--- config.mk ---
export PLATFORM = sky130hd
export DESIGN_NAME = btn_debounce_events
export DESIGN_NICKNAME = d
export VERILOG_FILES = /design/src/rtl/btn_debounce_events.sv
export SDC_FILE = /design/constraint.sdc
export NUM_CORES = 1
export LEC_CHECK = 0
export BUFFER_PORTS_ARGS = -buffer_cell sky130_fd_sc_hd__buf_4
export CAP_MARGIN = 20
export CELL_PAD_IN_SITES_DETAIL_PLACEMENT = 0
export CELL_PAD_IN_SITES_GLOBAL_PLACEMENT = 2
export CORE_MARGIN = 2
export CORE_UTILIZATION = 39
export DETAILED_ROUTE_END_ITERATION = 6
export HOLD_SLACK_MARGIN = 0.08
export PLACE_DENSITY = 0.91
export SYNTH_ARGS = -nofsm -noshare
export SYNTH_HDL_FRONTEND = slang
export SYNTH_SLANG_ARGS = --single-unit
--- constraint.sdc ---
create_clock -name clk -period 7 [get_ports clk]
set_input_delay 1.4 -clock clk [delete_from_list [all_inputs] [get_ports clk]]
set_output_delay 1.4 -clock clk [all_outputs]
set_load 0.02 [all_outputs]
--- src/rtl/btn_debounce_events.sv ---
// Per-channel button debouncer: 2-FF synchronizer, debounce FSM and press/release/auto-repeat
// event pulses. Every channel is an independent copy of the same logic.
module btn_debounce_events #(
   parameter int NUM_BTN         = 3,
   parameter int DEBOUNCE_CYCLES = 250000,
   parameter int REPEAT_EN       = 1,
   parameter int REPEAT_DELAY    = 25000000,
   parameter int REPEAT_PERIOD   = 5000000
) (
   input  logic               clk,
   input  logic               rst_n,
   input  logic [NUM_BTN-1:0] btn_raw,
   output logic [NUM_BTN-1:0] btn_level,
   output logic [NUM_BTN-1:0] btn_press,
   output logic [NUM_BTN-1:0] btn_release,
   output logic [NUM_BTN-1:0] btn_repeat
);

   localparam int CNT_W  = $clog2(DEBOUNCE_CYCLES + 1);
   localparam int RCNT_W = $clog2(REPEAT_DELAY + 1);

   localparam logic [CNT_W-1:0]  CNT_ONE     = CNT_W'(1);
   localparam logic [CNT_W-1:0]  CNT_DONE    = CNT_W'(DEBOUNCE_CYCLES);
   localparam logic [RCNT_W-1:0] RCNT_ONE    = RCNT_W'(1);
   localparam logic [RCNT_W-1:0] RCNT_MAX    = RCNT_W'(REPEAT_DELAY);
   localparam logic [RCNT_W-1:0] RCNT_FIRE   = RCNT_W'(REPEAT_DELAY - 1);
   localparam logic [RCNT_W-1:0] RCNT_RELOAD = RCNT_W'(REPEAT_DELAY - REPEAT_PERIOD);

   typedef enum logic [1:0] {
      IDLE       = 2'd0,
      CONF_PRESS = 2'd1,
      HELD       = 2'd2,
      CONF_REL   = 2'd3
   } state_t;

   function automatic logic [CNT_W-1:0] sat_inc_cnt(input logic [CNT_W-1:0] v);
      return (v >= CNT_DONE) ? CNT_DONE : v + CNT_ONE;
   endfunction

   function automatic logic [RCNT_W-1:0] sat_inc_rcnt(input logic [RCNT_W-1:0] v);
      return (v >= RCNT_MAX) ? RCNT_MAX : v + RCNT_ONE;
   endfunction

   logic [NUM_BTN-1:0] sync_p0;
   logic [NUM_BTN-1:0] sync_p1;

   // Stage p0/p1: raw pins into the two-flop synchronizer
   always_ff @(posedge clk or negedge rst_n) begin
      if (!rst_n) begin
         sync_p0 <= '0;
         sync_p1 <= '0;
      end else begin
         sync_p0 <= btn_raw;
         sync_p1 <= sync_p0;
      end
   end

   for (genvar i = 0; i < NUM_BTN; i++) begin : g_ch
      state_t            state;
      state_t            state_nx;
      logic [CNT_W-1:0]  cnt;
      logic [CNT_W-1:0]  cnt_nx;
      logic [RCNT_W-1:0] rcnt;
      logic [RCNT_W-1:0] rcnt_nx;
      logic [RCNT_W-1:0] rcnt_run;
      logic              rep_due;
      logic              s;
      logic              level_q;
      logic              press_q;
      logic              release_q;
      logic              repeat_q;
      logic              level_nx;
      logic              press_nx;
      logic              release_nx;
      logic              repeat_nx;

      assign s = sync_p1[i];

      // Stage p2: FSM state, counters and registered event outputs
      always_ff @(posedge clk or negedge rst_n) begin
         if (!rst_n) begin
            state     <= IDLE;
            cnt       <= '0;
            rcnt      <= '0;
            level_q   <= 1'b0;
            press_q   <= 1'b0;
            release_q <= 1'b0;
            repeat_q  <= 1'b0;
         end else begin
            state     <= state_nx;
            cnt       <= cnt_nx;
            rcnt      <= rcnt_nx;
            level_q   <= level_nx;
            press_q   <= press_nx;
            release_q <= release_nx;
            repeat_q  <= repeat_nx;
         end
      end

      always_comb begin
         state_nx   = state;
         cnt_nx     = cnt;
         rcnt_nx    = rcnt;
         level_nx   = level_q;
         press_nx   = 1'b0;
         release_nx = 1'b0;
         repeat_nx  = 1'b0;

         // Fire on the cycle rcnt would reach REPEAT_DELAY so the pulse lands
         // exactly REPEAT_DELAY cycles after the press pulse.
         rep_due  = (REPEAT_EN != 0) && (rcnt == RCNT_FIRE);
         rcnt_run = rep_due ? RCNT_RELOAD : sat_inc_rcnt(rcnt);

         case (state)
            IDLE: begin
               rcnt_nx = '0;
               if (s) begin
                  state_nx = CONF_PRESS;
                  cnt_nx   = CNT_ONE;
               end
            end
            CONF_PRESS: begin
               if (!s) begin
                  state_nx = IDLE;
                  cnt_nx   = '0;
               end else if (cnt == CNT_DONE) begin
                  state_nx = HELD;
                  cnt_nx   = '0;
                  rcnt_nx  = '0;
                  level_nx = 1'b1;
                  press_nx = 1'b1;
               end else begin
                  cnt_nx = sat_inc_cnt(cnt);
               end
            end
            HELD: begin
               rcnt_nx   = rcnt_run;
               repeat_nx = rep_due;
               if (!s) begin
                  state_nx = CONF_REL;
                  cnt_nx   = CNT_ONE;
               end
            end
            CONF_REL: begin
               if (s) begin
                  state_nx  = HELD;
                  cnt_nx    = '0;
                  rcnt_nx   = rcnt_run;
                  repeat_nx = rep_due;
               end else if (cnt == CNT_DONE) begin
                  // Release takes priority over a repeat due in the same cycle
                  state_nx   = IDLE;
                  cnt_nx     = '0;
                  rcnt_nx    = '0;
                  level_nx   = 1'b0;
                  release_nx = 1'b1;
               end else begin
                  cnt_nx    = sat_inc_cnt(cnt);
                  rcnt_nx   = rcnt_run;
                  repeat_nx = rep_due;
               end
            end
            default: begin
               state_nx = IDLE;
               cnt_nx   = '0;
               rcnt_nx  = '0;
               level_nx = 1'b0;
            end
         endcase
      end

      assign btn_level[i]   = level_q;
      assign btn_press[i]   = press_q;
      assign btn_release[i] = release_q;
      assign btn_repeat[i]  = repeat_q;
   end

endmodule

==> flow_summary.yaml, run 1 <==
status:
  status: "completed"
finish:
  antennaDiodeCount: 0
  drive_gt1_share_pct: 7.067
  fillers: 2217
  postLayoutCoreUtil_pct: 43.50
  layout_commonest_cell: "dfrtp_1"
  final_cell_mix: "dfrtp_1, o21ai_0, nand2_1"
  finalInstanceArea_um2: 9789
  final_nets: 1038
  syn_to_final_growth_pct: 10.18
global_route:
  grt_pass1_vias: 7233
  grt_use_total_pct: 17.88
  grt_pass1_wl_um: 35760
  grt_overflow: 0
  grt_max_degree: 92
  antenna_found_initial: 0
floorplan:
  initial_utilization_pct: 39.48
  fp.coreArea_um2: 22500
  ioPinCount: 17
  dieArea_um2: 24000
  rows: 55
  dieHeight_um: 154.9
  die_x_um: 154.9
yosys:
  async_flop_share_pct: 100.0
  avgSynthCellArea_um2: 8.584
  synth_nets: 1052
  synth_ff_type: "dfrtp_1"
  ys_seq_area_share_pct: 43.09
  synth_cells: 1035
  synth-seq-cells: 153
  yosysUniqueCellTypes: 69
  yosysWarningCount: 0
  syn-cell-area_um2: 8885
  synth_edf_count: 0
clock_tree:
  cts_setup_buffers: 0
  cts.path.max_buffers: 2
  htreeDepth: 4
  cts_tree: "done"
  numCtsBuffers: 17
  cts.clk_slew.worst_paths_ns: 0.07
  clk_root_buffer_cell: "clkbuf_16"
  clk-insertion-delay-late_ns: 0.43
  cts-resized-gates: 0
  cts.sinks: 153
  hold_buffers: 0
critical_path:
  worstPathArrival_ns: 3.63
  r2r_slack_ns: 3.68
  r2r_end: "g_ch[2].rcnt[17]"
  critical_path_required_ns: 7.31
  path_max_fanout: 21
  crit_path_end_kind: "flip-flop"
  r2r-start: "g_ch[2].cnt[10]"
  startpoint_type: "flip-flop"
  r2r_cells: 7
  critical_path_class: "flip-flop to flip-flop"
timing:
  skew_ns: 0.008473
  setup_tns_ns: 0
  worst_pin_slew_ns: 0.9415
  maxSlewViolCount: 0
  max-slew-margin-rel_pct: 37.00
  setup_viol: 0
  hold_viol_final: 0
  min_period_ns: 3.324
  rsz0062_at_grt: "no"
  fmax_ghz: 0.3008
  min_period_over_period_pct: 47.49
drt:
  drt_wl_total_um: 20580
  vias: 7665
  drt_iter0_markers: 499
  drcViolationCount: 0
  wl_per_cell_um: 15.61
  dr.pass1.iters: 5
  ant_nets: 0
  via_per_inst: 5.816
pwr:
  power.density_cell_area_nw_per_um2: 200.6
  p_leak_nw: 4.105
  vdd_drop_max_mv: 0.1272
  power_mw: 1.964
hold_path:
  worstHoldPathCells: 0
  hold_path.class: "flip-flop to flip-flop"
  hp-start: "sync_p0[1]"
  hold-path-endpoint: "sync_p1[1]"
place:
  place_congestion: 0.7720
  port-buffer-count: 16
  dpl-instance-area_um2: 9173
  post-dp-hpwl_um: 13550
flow_run:
  cap_violations: 0
==> per-stage QoR <==
step | instances | setup slack [ns] | hold slack [ns]
final | 1318 | 3.676 | 0.3519
after detailed placement | 1286 | 3.697 | 0.3449
after CTS | 1317 | 3.695 | 0.3562
after global placement | 1286 | 3.737 | 0.3329
after global routing | 1318 | 3.528 | 0.3593
after floorplan | 1035 | 4.440 | 0.3312
==> final cells by class <==
type	instances	area, µm²	area share [%]
Clock inverter	12	176.4	1.802
Clock buffer	19	432.9	4.422
Multi-Input combinational cell	773	4597	46.96
Sequential cell	153	3829	39.11
Inverter	47	176.4	1.802
Tap cell	285	356.6	3.643
Timing Repair Buffer	29	221.5	2.262
==> state kept, by name, indices dropped and copies added (netlist names), named ones only <==
name	flops
g_ch.press_q	3
g_ch.release_q	3
g_ch.repeat_q	3
sync_p0	3
sync_p1	3
g_ch.level_q	3
g_ch.state	3
g_ch.cnt	54
g_ch.rcnt	75
==> Yosys cell counts (8+ instances only) <==
master | number | area, µm²
a21o_1 | 16 | 120.1
a21oi_1 | 40 | 200.2
a22o_1 | 32 | 280.3
a31oi_1 | 13 | 81.33
and2_1 | 15 | 93.84
and3_1 | 24 | 150.1
and4_1 | 12 | 105.1
buf_4 | 14 | 105.1
clkbuf_1 | 40 | 150.1
dfrtp_1 | 153 | 3829
ha_1 | 12 | 150.1
inv_1 | 47 | 176.4
nand2_1 | 96 | 360.4
nand2b_1 | 8 | 50.05
nand3_1 | 73 | 365.4
nand4_1 | 25 | 156.4
nor2_1 | 89 | 334.1
nor2b_1 | 8 | 50.05
nor3_1 | 29 | 145.1
nor4_1 | 19 | 118.9
o21ai_0 | 114 | 570.6
o21bai_1 | 8 | 60.06
o31a_1 | 9 | 78.83
o31ai_1 | 16 | 120.1
==> critical path, stage by stage (launching register included) <==
cell,delay (ns)
dfrtp_1,0.43
or4_1,0.57
or4_1,0.52
o41ai_4,0.33
buf_4,0.29
or2_1,0.40
nor2_1,0.28
a221o_1,0.38
==> power breakdown <==
part | total, mW | leakage [nW] | switching [mW] | internal, mW
sequential | 0.903 | 2.11 | 0.0106 | 0.893
combinational | 0.0830 | 1.72 | 0.0586 | 0.0244
clock | 0.977 | 0.281 | 0.384 | 0.594
==> logic make-up (layout without fill, tap and decap cells) <==
logic type	count (synthesis)	after routing	share of synthesized area [%]
DFF	153	153	43.09
adders and majority gates	12	12	1.690
AOI/OAI and AO/OA	311	311	23.17
xor gates and xnor gates	8	8	0.7887
and+or+nand+nor	432	432	24.66
muxes	10	10	1.169
buffers and inverters	109	107	5.436
==> metal layers <==
layer / vias to the layer above / global-route usage (%) / wire [µm]
met1: 3785 / 24.62 / 10440
met3: 9 / 3.370 / 534
li1: 3789 / - / -
met4: 0 / 4.101 / 132
met2: 82 / 29.35 / 9465
met5: - / 0 / 0
==> worst max-delay path by stage <==
stage	startpoint	endpoint	cells past startpoint
floorplan	g_ch[0].cnt[11]	g_ch[0].rcnt[14]	9
global route	g_ch[2].cnt[10]	g_ch[2].rcnt[15]	7
detailed placement	g_ch[2].cnt[10]	g_ch[2].rcnt[17]	7
CTS	g_ch[2].cnt[10]	g_ch[2].rcnt[17]	7
finish	g_ch[2].cnt[10]	g_ch[2].rcnt[17]	7
global placement	g_ch[2].cnt[10]	g_ch[2].rcnt[7]	7
Power figures use the tool's default switching activity.
==> run 2, diff against run 1 <==
==> constraint.sdc (replaced) <==
create_clock -name clk -period 3.07 [get_ports clk]
set_input_delay 0.614 -clock clk [delete_from_list [all_inputs] [get_ports clk]]
set_output_delay 0.614 -clock clk [all_outputs]
set_load 0.02 [all_outputs]
==> flow_summary.yaml, run 2 (same netlist as run 1, synthesis figures left out) <==
drt:
  ant_nets: 0
  drt_iter0_markers: 504
  drcViolationCount: 0
  met3_wirelength_um: 580
  vias: 7698
  routed.top_layer: "met4"
  wl_per_cell_um: 15.65
  dr.pass1.iters: 5
  dr_wl_met2_um: 9658
  wl_met1_um: 10550
  drt_wl_total_um: 20970
  via_per_inst: 5.745
floorplan:
  initial_utilization_pct: 39.48
  dieHeight_um: 154.9
  die_x_um: 154.9
  fp.coreArea_um2: 22500
  rows: 55
  ioPinCount: 17
  dieArea_um2: 24000
critical_path:
  startpoint_type: "flip-flop"
  r2r_cells: 7
  worstPathArrival_ns: 3.14
  r2r_end: "g_ch[2].rcnt[18]"
  r2r-start: "g_ch[2].cnt[10]"
  critical_path_required_ns: 3.39
  path_max_fanout: 20
  r2r_slack_ns: 0.25
  startpoint: "g_ch[2].cnt[10]"
  crit_path_end_kind: "flip-flop"
  setup.worst_path.end: "g_ch[2].rcnt[18]"
  critical_path_class: "flip-flop to flip-flop"
timing:
  max-slew-margin-rel_pct: 48.63
  skew_ns: 0.01082
  setup_viol: 0
  maxSlewViolCount: 0
  hold_ws_ns: 0.1377
  min_period_over_period_pct: 91.92
  min_period_ns: 2.822
  setup_tns_ns: 0
  hold_viol_final: 0
  worst_pin_slew_ns: 0.7677
  fmax_ghz: 0.3544
  rsz0062_at_grt: "no"
clock_tree:
  clk-insertion-delay-late_ns: 0.43
  cts.sinks: 153
  cts.clk_slew.worst_paths_ns: 0.06
  cts_tree: "done"
  hold_buffers: 0
  numCtsBuffers: 17
  cts.path.max_buffers: 2
  clk_root_buffer_cell: "clkbuf_16"
  cts-resized-gates: 0
  cts_setup_buffers: 0
  htreeDepth: 4
place:
  post-dp-hpwl_um: 14500
  port-buffer-count: 16
  place_congestion: 0.7841
status:
  status: "completed"
hold_path:
  hold_path.class: "input pin to asynchronous set/reset pin"
global_route:
  grt_pass1_wl_um: 36140
  grt_pass1_vias: 7220
  grt_overflow: 0
  antenna_found_initial: 0
  grt_use_total_pct: 18.15
  grt_max_degree: 55
finish:
  reg_top3: "g_ch.rcnt: 75 flops, g_ch.cnt: 54 flops"
  final_nets: 1062
  syn_to_final_growth_pct: 12.31
  largest-register: "g_ch.rcnt"
  largest_reg_flops: 75
  drive_gt1_share_pct: 9.100
  final_cell_mix: "dfrtp_1, o21ai_0, nand2_1"
  antennaDiodeCount: 0
  layout_commonest_cell: "dfrtp_1"
pwr:
  p_leak_nw: 4.244
  vdd_drop_max_mv: 0.2886
  power.density_cell_area_nw_per_um2: 449.9
flow_run:
  cap_violations: 0
run 2: area by class of cell:
| type | instances | area [µm²] |
|---|---|---|
| fill | 2177 | 12520 |
| multi-input combinational | 773 | 4597 |
| sequential | 153 | 3829 |
| clock buffer | 20 | 456.7 |
| timing repair buffer | 53 | 414.1 |
| tap | 285 | 356.6 |
| inverter | 47 | 176.4 |
| clock inverter | 9 | 148.9 |
run 2: worst min-delay path by stage:
stage	end	slack [ns]	cells after the start
2_1_floorplan	asynchronous set/reset pin	0.32	0
3_3_place_gp	sync_p1[1]	0.33	0
3_5_place_dp	sync_p1[1]	0.34	0
4_1_cts	g_ch[1].rcnt[11]	0.16	1
5_1_grt	g_ch[1].rcnt[11]	0.18	1
6_report	g_ch[1].rcnt[11]	0.14	1
run 2: power by group:
part	switching (mW)	total [mW]	internal (mW)
registers	0.0249	2.06	2.04
logic	0.138	0.205	0.0670
clock network	0.838	2.22	1.39
total	1.00	4.49	3.49
run 2: layer usage:
layer	vias up	track usage, %
met2	109	28.32
met3	18	3.565
met4	0	4.409
li1	3830	-
met1	3741	26.07
met5	-	0
run 2: stage by stage:
step	util (%)	setup slack, ns	cell area (µm²)	power, mW	cells
floorplan	-	0.5102	8885	2.203	1035
global placement	41.62	0.2786	9365	2.303	1310
detailed placement	41.62	0.2441	9365	2.304	1310
CTS	44.31	0.2410	9971	4.548	1339
global route	44.34	0.07987	9978	4.662	1340
finish	44.34	0.2481	9978	4.489	1340
run 2: critical path: stages (launching register included):
cell     delay (ns)
dfrtp_1        0.43
or4_1          0.57
or4_1          0.53
o41ai_4        0.34
buf_4          0.29
nor2_1         0.18
a21o_1         0.20
a22o_1         0.17
